## src/rtl/cdb_arbiter_if.sv

```systemverilog
// cdb_arbiter_if: result-producer handshake and common data bus bundle for cdb_arbiter
interface cdb_arbiter_if #(
  parameter int NUM_REQ  = 3,
  parameter int TAG_BITS = 4,
  parameter int DATA_W   = 32
);
  localparam int SRC_W = $clog2(NUM_REQ);
  logic                         flush;
  logic [NUM_REQ-1:0]           req_valid;
  logic [NUM_REQ-1:0]           req_ready;
  logic [NUM_REQ*TAG_BITS-1:0]  req_tag;
  logic [NUM_REQ*DATA_W-1:0]    req_value;
  logic                         cdb_valid;
  logic [TAG_BITS-1:0]          cdb_tag;
  logic [DATA_W-1:0]            cdb_value;
  logic [SRC_W-1:0]             cdb_src;
  logic                         busy;
  modport master (
    output flush, req_valid, req_tag, req_value,
    input  req_ready, cdb_valid, cdb_tag, cdb_value, cdb_src, busy
  );
  modport slave (
    input  flush, req_valid, req_tag, req_value,
    output req_ready, cdb_valid, cdb_tag, cdb_value, cdb_src, busy
  );
endinterface

```

## src/rtl/cdb_arbiter.sv

```systemverilog
// cdb_arbiter: round-robin sharing of one registered common data bus among NUM_REQ result producers.
// Each producer owns a one-entry holding register; a flush drops everything in flight.
// Define CDB_ARB_BYPASS_EN to let an empty-hold producer compete directly with its incoming result.
module cdb_arbiter #(
  parameter int NUM_REQ  = 3,
  parameter int TAG_BITS = 4,
  parameter int DATA_W   = 32
) (
  input  logic         clk,
  input  logic         rst_n,
  cdb_arbiter_if.slave bus
);
  localparam int SW = $clog2(NUM_REQ);

  logic [NUM_REQ-1:0]  r_hold_valid;
  logic [TAG_BITS-1:0] r_hold_tag   [NUM_REQ];
  logic [DATA_W-1:0]   r_hold_value [NUM_REQ];
  logic [SW-1:0]       r_rr_ptr;
  logic                r_cdb_valid;
  logic [TAG_BITS-1:0] r_cdb_tag;
  logic [DATA_W-1:0]   r_cdb_value;
  logic [SW-1:0]       r_cdb_src;

  logic [NUM_REQ-1:0]  w_cand;
  logic [NUM_REQ-1:0]  w_grant;
  logic [NUM_REQ-1:0]  w_byp;
  logic [NUM_REQ-1:0]  w_ready;
  logic [NUM_REQ-1:0]  w_load;
  logic                w_any;
  logic [SW-1:0]       w_win;
  logic [TAG_BITS-1:0] w_win_tag;
  logic [DATA_W-1:0]   w_win_value;

`ifdef CDB_ARB_BYPASS_EN
  assign w_cand = r_hold_valid | bus.req_valid;
`else
  assign w_cand = r_hold_valid;
`endif

  // Round-robin pick: first scan from rr_ptr upward, then wrap to the low indices.
  always_comb begin
    w_grant = '0;
    w_win   = '0;
    w_any   = 1'b0;
    for (int i = 0; i < NUM_REQ; i++)
      if (!w_any && w_cand[i] && SW'(i) >= r_rr_ptr) begin
        w_any      = 1'b1;
        w_grant[i] = 1'b1;
        w_win      = SW'(i);
      end
    for (int i = 0; i < NUM_REQ; i++)
      if (!w_any && w_cand[i]) begin
        w_any      = 1'b1;
        w_grant[i] = 1'b1;
        w_win      = SW'(i);
      end
  end

  // A granted requester with an empty hold is a bypass winner: its input goes straight to the bus.
  assign w_byp       = w_grant & ~r_hold_valid;
  assign w_ready     = ~r_hold_valid | w_grant;
  assign w_load      = bus.req_valid & w_ready & ~w_byp;
  assign w_win_tag   = r_hold_valid[w_win] ? r_hold_tag[w_win]
                                           : bus.req_tag[int'(w_win)*TAG_BITS +: TAG_BITS];
  assign w_win_value = r_hold_valid[w_win] ? r_hold_value[w_win]
                                           : bus.req_value[int'(w_win)*DATA_W +: DATA_W];

  // Holding registers: a reload on the drain edge wins over the clear, keeping one result/cycle.
  always_ff @(posedge clk or negedge rst_n) begin
    if (!rst_n) begin
      r_hold_valid <= '0;
      for (int i = 0; i < NUM_REQ; i++) begin
        r_hold_tag[i]   <= '0;
        r_hold_value[i] <= '0;
      end
    end else if (bus.flush) begin
      r_hold_valid <= '0;
    end else begin
      for (int i = 0; i < NUM_REQ; i++)
        if (w_load[i]) begin
          r_hold_valid[i] <= 1'b1;
          r_hold_tag[i]   <= bus.req_tag[i*TAG_BITS +: TAG_BITS];
          r_hold_value[i] <= bus.req_value[i*DATA_W +: DATA_W];
        end else if (w_grant[i]) begin
          r_hold_valid[i] <= 1'b0;
        end
    end
  end

  // Registered broadcast and round-robin pointer; payload holds its last value when idle.
  always_ff @(posedge clk or negedge rst_n) begin
    if (!rst_n) begin
      r_cdb_valid <= 1'b0;
      r_cdb_tag   <= '0;
      r_cdb_value <= '0;
      r_cdb_src   <= '0;
      r_rr_ptr    <= '0;
    end else if (bus.flush) begin
      r_cdb_valid <= 1'b0;
      r_rr_ptr    <= '0;
    end else begin
      r_cdb_valid <= w_any;
      if (w_any) begin
        r_cdb_tag   <= w_win_tag;
        r_cdb_value <= w_win_value;
        r_cdb_src   <= w_win;
        r_rr_ptr    <= (w_win == SW'(NUM_REQ-1)) ? '0 : w_win + 1'b1;
      end
    end
  end

  assign bus.req_ready = w_ready;
  assign bus.cdb_valid = r_cdb_valid;
  assign bus.cdb_tag   = r_cdb_tag;
  assign bus.cdb_value = r_cdb_value;
  assign bus.cdb_src   = r_cdb_src;
  assign bus.busy      = |r_hold_valid | r_cdb_valid;
endmodule

```

## src/flat_wrapper.sv

```systemverilog
// flat-port wrapper written by rule: the top's interface ports become plain ports
module cdb_arbiter_flat 
#(
  parameter int NUM_REQ  = 3,
  parameter int TAG_BITS = 4,
  parameter int DATA_W   = 32
)
  (clk, rst_n, bus_flush, bus_req_valid, bus_req_tag, bus_req_value, bus_req_ready, bus_cdb_valid, bus_cdb_tag, bus_cdb_value, bus_cdb_src, bus_busy);
  cdb_arbiter_if #(.NUM_REQ(NUM_REQ), .TAG_BITS(TAG_BITS), .DATA_W(DATA_W)) bus_i ();
  input  logic clk;
  input  logic rst_n;
  input wire logic [$bits(bus_i.flush)-1:0] bus_flush;
  input wire logic [$bits(bus_i.req_valid)-1:0] bus_req_valid;
  input wire logic [$bits(bus_i.req_tag)-1:0] bus_req_tag;
  input wire logic [$bits(bus_i.req_value)-1:0] bus_req_value;
  output wire logic [$bits(bus_i.req_ready)-1:0] bus_req_ready;
  output wire logic [$bits(bus_i.cdb_valid)-1:0] bus_cdb_valid;
  output wire logic [$bits(bus_i.cdb_tag)-1:0] bus_cdb_tag;
  output wire logic [$bits(bus_i.cdb_value)-1:0] bus_cdb_value;
  output wire logic [$bits(bus_i.cdb_src)-1:0] bus_cdb_src;
  output wire logic [$bits(bus_i.busy)-1:0] bus_busy;
  assign bus_i.flush = bus_flush;
  assign bus_i.req_valid = bus_req_valid;
  assign bus_i.req_tag = bus_req_tag;
  assign bus_i.req_value = bus_req_value;
  assign bus_req_ready = bus_i.req_ready;
  assign bus_cdb_valid = bus_i.cdb_valid;
  assign bus_cdb_tag = bus_i.cdb_tag;
  assign bus_cdb_value = bus_i.cdb_value;
  assign bus_cdb_src = bus_i.cdb_src;
  assign bus_busy = bus_i.busy;
  cdb_arbiter #(.NUM_REQ(NUM_REQ), .TAG_BITS(TAG_BITS), .DATA_W(DATA_W)) u_core (.clk(clk), .rst_n(rst_n), .bus(bus_i));
endmodule
```

## config.mk

```make
export PLATFORM = sky130hd
export DESIGN_NAME = cdb_arbiter_flat
export DESIGN_NICKNAME = d
export VERILOG_FILES = /design/src/rtl/cdb_arbiter_if.sv /design/src/rtl/cdb_arbiter.sv /design/src/flat_wrapper.sv
export SDC_FILE = /design/constraint.sdc
export NUM_CORES = 1
export LEC_CHECK = 0
export ABC_CLOCK_PERIOD_IN_PS = 3100
export BUFFER_PORTS_ARGS = -buffer_cell sky130_fd_sc_hd__buf_4
export CAP_MARGIN = 20
export CORE_MARGIN = 5
export CORE_UTILIZATION = 50
export CTS_CLUSTER_DIAMETER = 100
export CTS_CLUSTER_SIZE = 28
export DETAILED_ROUTE_END_ITERATION = 8
export PLACE_DENSITY_LB_ADDON = 0.2
export SYNTH_ARGS = -nofsm -noshare
export SYNTH_HDL_FRONTEND = slang
export SYNTH_SLANG_ARGS = --single-unit
```

## constraint.sdc

```tcl
create_clock -name clk -period 3.1 [get_ports clk]
set_input_delay 0.155 -clock clk [delete_from_list [all_inputs] [get_ports clk]]
set_output_delay 0.155 -clock clk [all_outputs]
set_load 0.1 [all_outputs]
```

# Word-level counts from Yosys, hierarchy flattened
# Index checks and enable logic that the tools add are counted.
[op_classes]
addsub = 1
order_cmp = 5
eq_ne = 1
shift = 2
muxes = 37
bitwise = 9
reduce_logical = 22
[op_table]
columns = ["cell", "n"]
rows = [
  ["32-bit two-way mux", 3],
  ["96-bit by 8-bit variable part select with 32-bit output", 1],
  ["32-bit binary-select mux with 2-bit select", 1],
  ["1-bit two-way mux", 20],
  ["2-bit two-way mux", 7],
  ["4-bit two-way mux", 3],
  ["12-bit by 5-bit variable part select with 4-bit output", 1],
  ["3-bit AND", 3],
  ["3-bit nonzero test", 3],
  ["4-bit binary-select mux with 2-bit select", 1],
  ["1-bit logical AND", 8],
  ["2-bit AND reduction", 4],
  ["3-bit NOT", 2],
  ["1-bit zero test", 5],
  ["1-bit by 2-bit >= comparator with 1-bit output, first input constant", 2],
  ["3-bit >= comparator, second input constant", 1],
  ["2-bit by 3-bit less-than comparator with 1-bit output, second input constant", 1],
  ["3-bit two-way mux", 1],
  ["2-bit NOT with 3-bit output", 1],
  ["3-bit bitwise OR", 1],
  ["3-bit OR reduction", 1],
  ["2-bit by 1-bit adder with 2-bit output, second input constant", 1],
  ["1-bit binary-select mux with 2-bit select", 1],
  ["2-bit == test, second input constant", 1],
  ["4 further kinds", 4],
]
[totals]
regBits = 152
output_inout_bits = 43
wordCells = 91

# Logic depth before layout (Yosys ltp)
[logic_depth]
ltp_word = 25
mapped_depth = 7

# Worst setup path after synthesis
# Ideal clock, no wire load.
[synth_timing]
kind = "reg2reg"
startpoint = "register u_core.r_rr_ptr[0]"
endpoint = "register u_core.r_hold_valid[0]"
setup_time_ns = 0.233
arrival_time_ns = 3.422
required_ns = 2.867
path_slack_ns = -0.555
stages_incl_launch_ff = 7
path_buffers = 3
period_less_slack_ns = 3.655
cell_sequence = "dfrtp_1 > buf_2 > and3b_1 > clkbuf_1 > clkbuf_1 > o21ai_0 > a21oi_1"
[synth_between]
elab_chain_len = 19
elab_cells_between_ends = 24
classes_between = "3 x order compare; 6 x mux; 5 x bitwise; 10 x reduce/logical"
[synth_rtl]
columns = ["item", "line_no", "text"]
rows = [
  ["start: declaration", "cdb_arbiter.sv:18", "logic [SW-1:0] r_rr_ptr;"],
  ["start signal: assignment", "cdb_arbiter.sv:107", "r_rr_ptr <= (w_win == SW'(NUM_REQ-1)) ? '0 : w_win + 1'b1;"],
  ["1-bit by 2-bit >= comparator with 1-bit output", "cdb_arbiter.sv:46", "if (!w_any && w_cand[i] && SW'(i) >= r_rr_ptr) begin"],
  ["1-bit logical AND", "cdb_arbiter.sv:46", ""],
  ["1-bit two-way mux", "cdb_arbiter.sv:46", ""],
  ["1-bit zero test", "cdb_arbiter.sv:46", ""],
  ["1-bit logical AND (2 in a row)", "cdb_arbiter.sv:46", ""],
  ["1-bit two-way mux", "cdb_arbiter.sv:46", ""],
  ["1-bit zero test", "cdb_arbiter.sv:46", ""],
  ["1-bit logical AND (2 in a row)", "cdb_arbiter.sv:46", ""],
  ["1-bit two-way mux", "cdb_arbiter.sv:46", ""],
  ["1-bit zero test", "cdb_arbiter.sv:52", "if (!w_any && w_cand[i]) begin"],
  ["1-bit logical AND", "cdb_arbiter.sv:52", ""],
  ["1-bit two-way mux *", "cdb_arbiter.sv:52", ""],
  ["3-bit bitwise OR *", "cdb_arbiter.sv:61", "assign w_ready = ~r_hold_valid | w_grant;"],
  ["net bus_req_ready[0]", "flat_wrapper.sv:16", "output wire logic [$bits(bus_i.req_ready)-1:0] bus_req_ready;"],
  ["3-bit AND * (2 in a row)", "cdb_arbiter.sv:62", "assign w_load = bus.req_valid & w_ready & ~w_byp;"],
  ["1-bit two-way mux", "cdb_arbiter.sv:80", "if (w_load[i]) begin"],
  ["3-bit two-way mux", "cdb_arbiter.sv:76", "end else if (bus.flush) begin"],
  ["end signal: assignment", "cdb_arbiter.sv:77", "r_hold_valid <= '0;"],
  ["end signal: indexed assignment", "cdb_arbiter.sv:81", "r_hold_valid[i] <= 1'b1;"],
  ["end signal: indexed assignment", "cdb_arbiter.sv:85", "r_hold_valid[i] <= 1'b0;"],
  ["end: declaration", "cdb_arbiter.sv:15", "logic [NUM_REQ-1:0] r_hold_valid;"],
]
# The timed path passes the listed nets; every way through them passes the cells marked *.
# A chain may end at the register's enable or synchronous reset.

# Final worst setup path
[layout_timing]
startpoint = "register u_core.r_rr_ptr[0]"
endpoint = "register u_core.r_hold_value[17] (netlist name)"
[layout_between]
elab_chain_len = 24
elab_cells_between_ends = 29
classes_between = "3 x order compare; 7 x mux; 5 x bitwise; 14 x reduce/logical"
[layout_rtl]
columns = ["item", "line_no", "text"]
rows = [
  ["1-bit by 2-bit >= comparator with 1-bit output", "cdb_arbiter.sv:46", ""],
  ["1-bit logical AND", "cdb_arbiter.sv:46", ""],
  ["1-bit two-way mux", "cdb_arbiter.sv:46", ""],
  ["1-bit zero test", "cdb_arbiter.sv:46", ""],
  ["1-bit logical AND (2 in a row)", "cdb_arbiter.sv:46", ""],
  ["1-bit two-way mux", "cdb_arbiter.sv:46", ""],
  ["1-bit zero test", "cdb_arbiter.sv:46", ""],
  ["1-bit logical AND (2 in a row)", "cdb_arbiter.sv:46", ""],
  ["[... 6 more ...]", "n/a", ""],
  ["1-bit two-way mux", "cdb_arbiter.sv:52", ""],
  ["1-bit zero test", "cdb_arbiter.sv:52", ""],
  ["1-bit logical AND", "cdb_arbiter.sv:52", ""],
  ["1-bit two-way mux *", "cdb_arbiter.sv:52", ""],
  ["3-bit bitwise OR / 3-bit AND (equally long branches)", "cdb_arbiter.sv:61, cdb_arbiter.sv:60", ""],
  ["3-bit AND / 3-bit NOT (equally long branches)", "cdb_arbiter.sv:62", ""],
  ["3-bit AND *", "cdb_arbiter.sv:62", ""],
  ["2-bit AND reduction (no line) *", "n/a", ""],
  ["end signal: indexed assignment", "cdb_arbiter.sv:83", "r_hold_value[i] <= bus.req_value[i*DATA_W +: DATA_W];"],
  ["end: declaration", "cdb_arbiter.sv:17", "logic [DATA_W-1:0] r_hold_value [NUM_REQ];"],
]
# Mark *: on every way between the ends. The rest lies on a longest branch, timed or not.

==> impl_metrics.prom <==
# TYPE chip_impl_metric gauge
chip_impl_metric{name="die_area",unit="um^2"} 18000
chip_impl_info{name="cts_tree",value="built"} 1
chip_impl_metric{name="core_area",unit="um^2"} 15100
chip_impl_metric{name="stdcell_count",unit=""} 1139
chip_impl_metric{name="worst_vdd_rail_ir_drop",unit="mV"} 0.492
chip_impl_metric{name="p_int",unit="mW"} 4.51
chip_impl_metric{name="post_cts.repair.setup_buffers",unit=""} 0
chip_impl_metric{name="p_clk_frac",unit=""} 0.304
chip_impl_info{name="post-synth-top-area-cell",value="sky130_fd_sc_hd__dfrtp_1"} 1
chip_impl_metric{name="post-route-worst-setup-slack",unit="ns"} 0.527
chip_impl_metric{name="route.detailed.drc",unit=""} 0
chip_impl_metric{name="worst-path-max-fanout",unit=""} 36
chip_impl_metric{name="hold_slack",unit="ns"} 0.0144
chip_impl_metric{name="finish.instance_area",unit="um^2"} 10800
chip_impl_metric{name="gp_congestion",unit=""} 0.805
chip_impl_info{name="unrepaired_setup_endpoints_after_global_routing",value="no"} 1
chip_impl_metric{name="drtIter0Drc",unit=""} 416
chip_impl_metric{name="power-per-cell-area",unit="nW/um^2"} 651
chip_impl_info{name="min_to",value="u_core.r_rr_ptr[0]$_DFFE_PN0P_"} 1
chip_impl_metric{name="timing.critical_path.slowest_cell_delay",unit="ns"} 0.76
chip_impl_metric{name="grt_first_pass_wirelength",unit="um"} 35000
chip_impl_info{name="crit_slowest_cell",value="sky130_fd_sc_hd__a211o_2"} 1
chip_impl_metric{name="seq_area_frac_synth",unit=""} 0.495
chip_impl_metric{name="drive_above_1_share",unit=""} 0.345
chip_impl_metric{name="ctsLongestPathBuffers",unit=""} 2
chip_impl_metric{name="portion_of_total_power_attributed_to_sequential_cells",unit=""} 0.372
chip_impl_metric{name="timing.final.max_slew_violations",unit=""} 0
chip_impl_metric{name="timing.setup.tns",unit="ns"} 0
chip_impl_metric{name="synthDominantCellAreaShare",unit=""} 0.495
chip_impl_metric{name="initial_utilization",unit=""} 0.508
chip_impl_metric{name="worst_clock_skew",unit="ns"} 0.00748
chip_impl_metric{name="detailed_place_hpwl",unit="um"} 13700
chip_impl_metric{name="num_io_pins",unit=""} 157
chip_impl_metric{name="power.share.switching",unit=""} 0.357
chip_impl_metric{name="reg2reg_depth",unit=""} 4
chip_impl_metric{name="grt_antenna_before_repair",unit=""} 0
chip_impl_metric{name="fin_nets",unit=""} 1052
chip_impl_metric{name="avgSynthCellArea",unit="um^2"} 11.1
chip_impl_info{name="ys_top_cells_by_area",value="sky130_fd_sc_hd__dfrtp_1, sky130_fd_sc_hd__mux2_2, sky130_fd_sc_hd__mux2_4, sky130_fd_sc_hd__a21oi_1, sky130_fd_sc_hd__a22o_1"} 1
chip_impl_metric{name="cts-buffers-inserted",unit=""} 17
chip_impl_metric{name="async_flop_share",unit=""} 1.00
chip_impl_info{name="crit-reg2reg-launch",value="u_core.r_rr_ptr[0]$_DFFE_PN0P_"} 1
chip_impl_metric{name="die_h",unit="um"} 134
chip_impl_metric{name="comb_power_share",unit=""} 0.324
chip_impl_metric{name="chip_width",unit="um"} 134
chip_impl_metric{name="mappedNetlistNets",unit=""} 808
chip_impl_metric{name="placedCellCount",unit=""} 997
chip_impl_metric{name="std_cell_rows",unit=""} 45
chip_impl_info{name="worst_hold_startpoint",value="bus_flush"} 1
chip_impl_metric{name="regToRegSetupSlack",unit="ns"} 0.53
chip_impl_metric{name="number_of_diodes",unit=""} 0
chip_impl_metric{name="synth_enable_flop_cells",unit=""} 0
chip_impl_metric{name="drt_pre_antenna_iters",unit=""} 5
chip_impl_metric{name="utilization",unit=""} 0.710
chip_impl_metric{name="area_delta_synth_final",unit="%"} 40.0
chip_impl_metric{name="maximum_number_of_pins_on_one_net_before_global_route_repair",unit=""} 98
chip_impl_info{name="post_synth_most_frequent_cells",value="sky130_fd_sc_hd__dfrtp_1, sky130_fd_sc_hd__a21oi_1, sky130_fd_sc_hd__mux2_2, sky130_fd_sc_hd__clkbuf_1, sky130_fd_sc_hd__nor2_1"} 1
chip_impl_info{name="status",value="completed"} 1
chip_impl_metric{name="p_leak",unit="nW"} 4.64
chip_impl_metric{name="synthesis.area",unit="um^2"} 7690
chip_impl_metric{name="final_period_minus_worst_setup_slack",unit="ns"} 2.57
chip_impl_metric{name="library_cells_used_by_synthesis",unit=""} 35
chip_impl_info{name="primary_ff_master_synth",value="sky130_fd_sc_hd__dfrtp_1"} 1
chip_impl_metric{name="synth-warning-count",unit=""} 0
chip_impl_metric{name="post_dp_cell_area",unit="um^2"} 9050
chip_impl_info{name="setup.worst_path.end_class",value="flip-flop"} 1
chip_impl_metric{name="portBuffers",unit=""} 156
chip_impl_metric{name="timing.final.crit_share",unit=""} 0.830
chip_impl_metric{name="cts-resized-gates",unit=""} 0
chip_impl_metric{name="cts.clk_slew.worst_paths",unit="ns"} 0.06
chip_impl_metric{name="timing.fmax",unit="MHz"} 389
chip_impl_metric{name="layout.filler_cells",unit=""} 1047
chip_impl_info{name="start_kind",value="flip-flop"} 1
chip_impl_info{name="min-delay-path-class",value="primary input to flip-flop"} 1
chip_impl_metric{name="worst_setup_slack_after_placement",unit="ns"} 0.549
chip_impl_info{name="crit_path_cell_trace",value="nor2b_1, nor3_1, a211o_2, mux2_2"} 1
chip_impl_info{name="worstReg2RegEnd",value="u_core.r_hold_value[17]$_DFFE_PN0P_"} 1
chip_impl_metric{name="totalPowerFinal",unit="mW"} 7.00
chip_impl_metric{name="maxCapViolations",unit=""} 0
chip_impl_metric{name="postRouteAntennaNets",unit=""} 0
chip_impl_info{name="cts_root_buf",value="sky130_fd_sc_hd__clkbuf_16"} 1
chip_impl_metric{name="worst_ep_required_time",unit="ns"} 3.40
chip_impl_metric{name="grt_pass1_vias",unit=""} 6930
chip_impl_metric{name="ys_seq_elements",unit=""} 152
chip_impl_metric{name="netSwitchingPower",unit="mW"} 2.50
chip_impl_metric{name="ctsHoldBuffers",unit=""} 110
chip_impl_metric{name="routed_via_density",unit=""} 5.80
chip_impl_metric{name="critical_path_arrival",unit="ns"} 2.88
chip_impl_metric{name="clock_latency",unit="ns"} 0.42
chip_impl_metric{name="postRouteWirelength",unit="um"} 21700
chip_impl_info{name="yosys.cell_count.top_type",value="sky130_fd_sc_hd__dfrtp_1"} 1
chip_impl_metric{name="report.final.setup_viol",unit=""} 0
chip_impl_metric{name="track_usage",unit=""} 0.245
chip_impl_metric{name="synthCells",unit=""} 694
chip_impl_metric{name="max_slew_margin",unit=""} 0.392
chip_impl_metric{name="grt_remaining_overflow",unit=""} 0
chip_impl_metric{name="timing.final.hold_violations",unit=""} 0
chip_impl_metric{name="cts.sink_count",unit=""} 152
chip_impl_metric{name="vias",unit=""} 6606
chip_impl_info{name="setup.worst_path.class",value="flip-flop to flip-flop"} 1
chip_impl_metric{name="worst_hold_path.num_cells",unit=""} 2
chip_impl_metric{name="ctsHtreeMaxLevel",unit=""} 4
chip_impl_metric{name="max_slew.worst_pin.slew",unit="ns"} 0.912
chip_impl_metric{name="wire_per_inst",unit="um"} 19.1
## layout by cell type (no fill, tap or decap), types with 36 or more instances in the layout
master and instances:
sky130_fd_sc_hd__a21oi_1 78, sky130_fd_sc_hd__a31oi_1 36, sky130_fd_sc_hd__a21boi_0 36, sky130_fd_sc_hd__a22o_1 36
sky130_fd_sc_hd__nand2b_1 40, sky130_fd_sc_hd__mux2_2 78, sky130_fd_sc_hd__nand2_1 41, sky130_fd_sc_hd__nor2_1 42
sky130_fd_sc_hd__o32ai_1 36, sky130_fd_sc_hd__dlygate4sd3_1 110, sky130_fd_sc_hd__buf_4 176, sky130_fd_sc_hd__dfrtp_1 149
## power groups by stage
stage | Clock [mW] | Sequential, mW | Combinational [mW]
finish | 2.13 | 2.61 | 2.27
global route | 2.24 | 2.65 | 2.40
CTS | 2.15 | 2.60 | 2.27
detailed placement | 0 | 2.63 | 2.16
global placement | 0 | 2.61 | 2.11
floorplan | 0 | 3.34 | 0.842
## worst max-delay path by stage
stage / from / end / cells past startpoint
6_report: u_core.r_rr_ptr[0]$_DFFE_PN0P_ / u_core.r_hold_value[17]$_DFFE_PN0P_ / 4
4_1_cts: u_core.r_rr_ptr[0]$_DFFE_PN0P_ / u_core.r_hold_value[12]$_DFFE_PN0P_ / 4
3_3_place_gp: u_core.r_rr_ptr[0]$_DFFE_PN0P_ / u_core.r_hold_value[22]$_DFFE_PN0P_ / 4
3_5_place_dp: u_core.r_rr_ptr[0]$_DFFE_PN0P_ / u_core.r_hold_value[12]$_DFFE_PN0P_ / 4
2_1_floorplan: u_core.r_rr_ptr[0]$_DFFE_PN0P_ / u_core.r_hold_valid[0]$_DFFE_PN0P_ / 6
5_1_grt: u_core.r_rr_ptr[0]$_DFFE_PN0P_ / u_core.r_hold_value[3]$_DFFE_PN0P_ / 4
## area by class of cell
class                           count  area, um^2  share of cell area
Sequential cell                   152        3810               0.354
Multi-Input combinational cell    474        3640               0.338
Timing Repair Buffer              288        2450               0.228
Clock buffer                       22         464              0.0431
Tap cell                          188         235              0.0219
Clock inverter                     10         144              0.0134
Inverter                            5        18.8             0.00174
## per-layer routing
metal | GRT usage | vias up | routed length (um)
met5 | 0 | - | 0
met4 | 0.0863 | 0 | 469
met3 | 0.0499 | 38 | 1120
met2 | 0.419 | 235 | 10900
met1 | 0.311 | 3279 | 9200
li1 | - | 3054 | -
## flip-flops by register name, summed over array words and instances, names as in the netlist
| register | flops |
|---|---|
| u_core.bus.cdb_src | 2 |
| u_core.bus.cdb_tag | 4 |
| u_core.bus.cdb_valid | 1 |
| u_core.r_hold_tag | 12 |
| u_core.bus.cdb_value | 32 |
| u_core.r_hold_valid | 3 |
| u_core.r_hold_value | 96 |
| u_core.r_rr_ptr | 2 |
## kinds of logic (layout without fill, tap and decap cells)
logic type	after synthesis	count (layout)	share of synthesized area
and+or+nand+nor	132	132	0.0811
buffers and inverters	68	325	0.0384
AOI/OAI and AO/OA	233	233	0.212
DFF	152	152	0.495
muxes	109	109	0.174
## worst max-delay path, delay by kind of cell, from the launching register on
kind	cells	cell delay [ns]
and+or+nand+nor	2	0.54
AOI/OAI and AO/OA	1	0.76
muxes	1	0.42
DFF	1	0.72
Note: power is estimated with default switching activity, not from simulation.
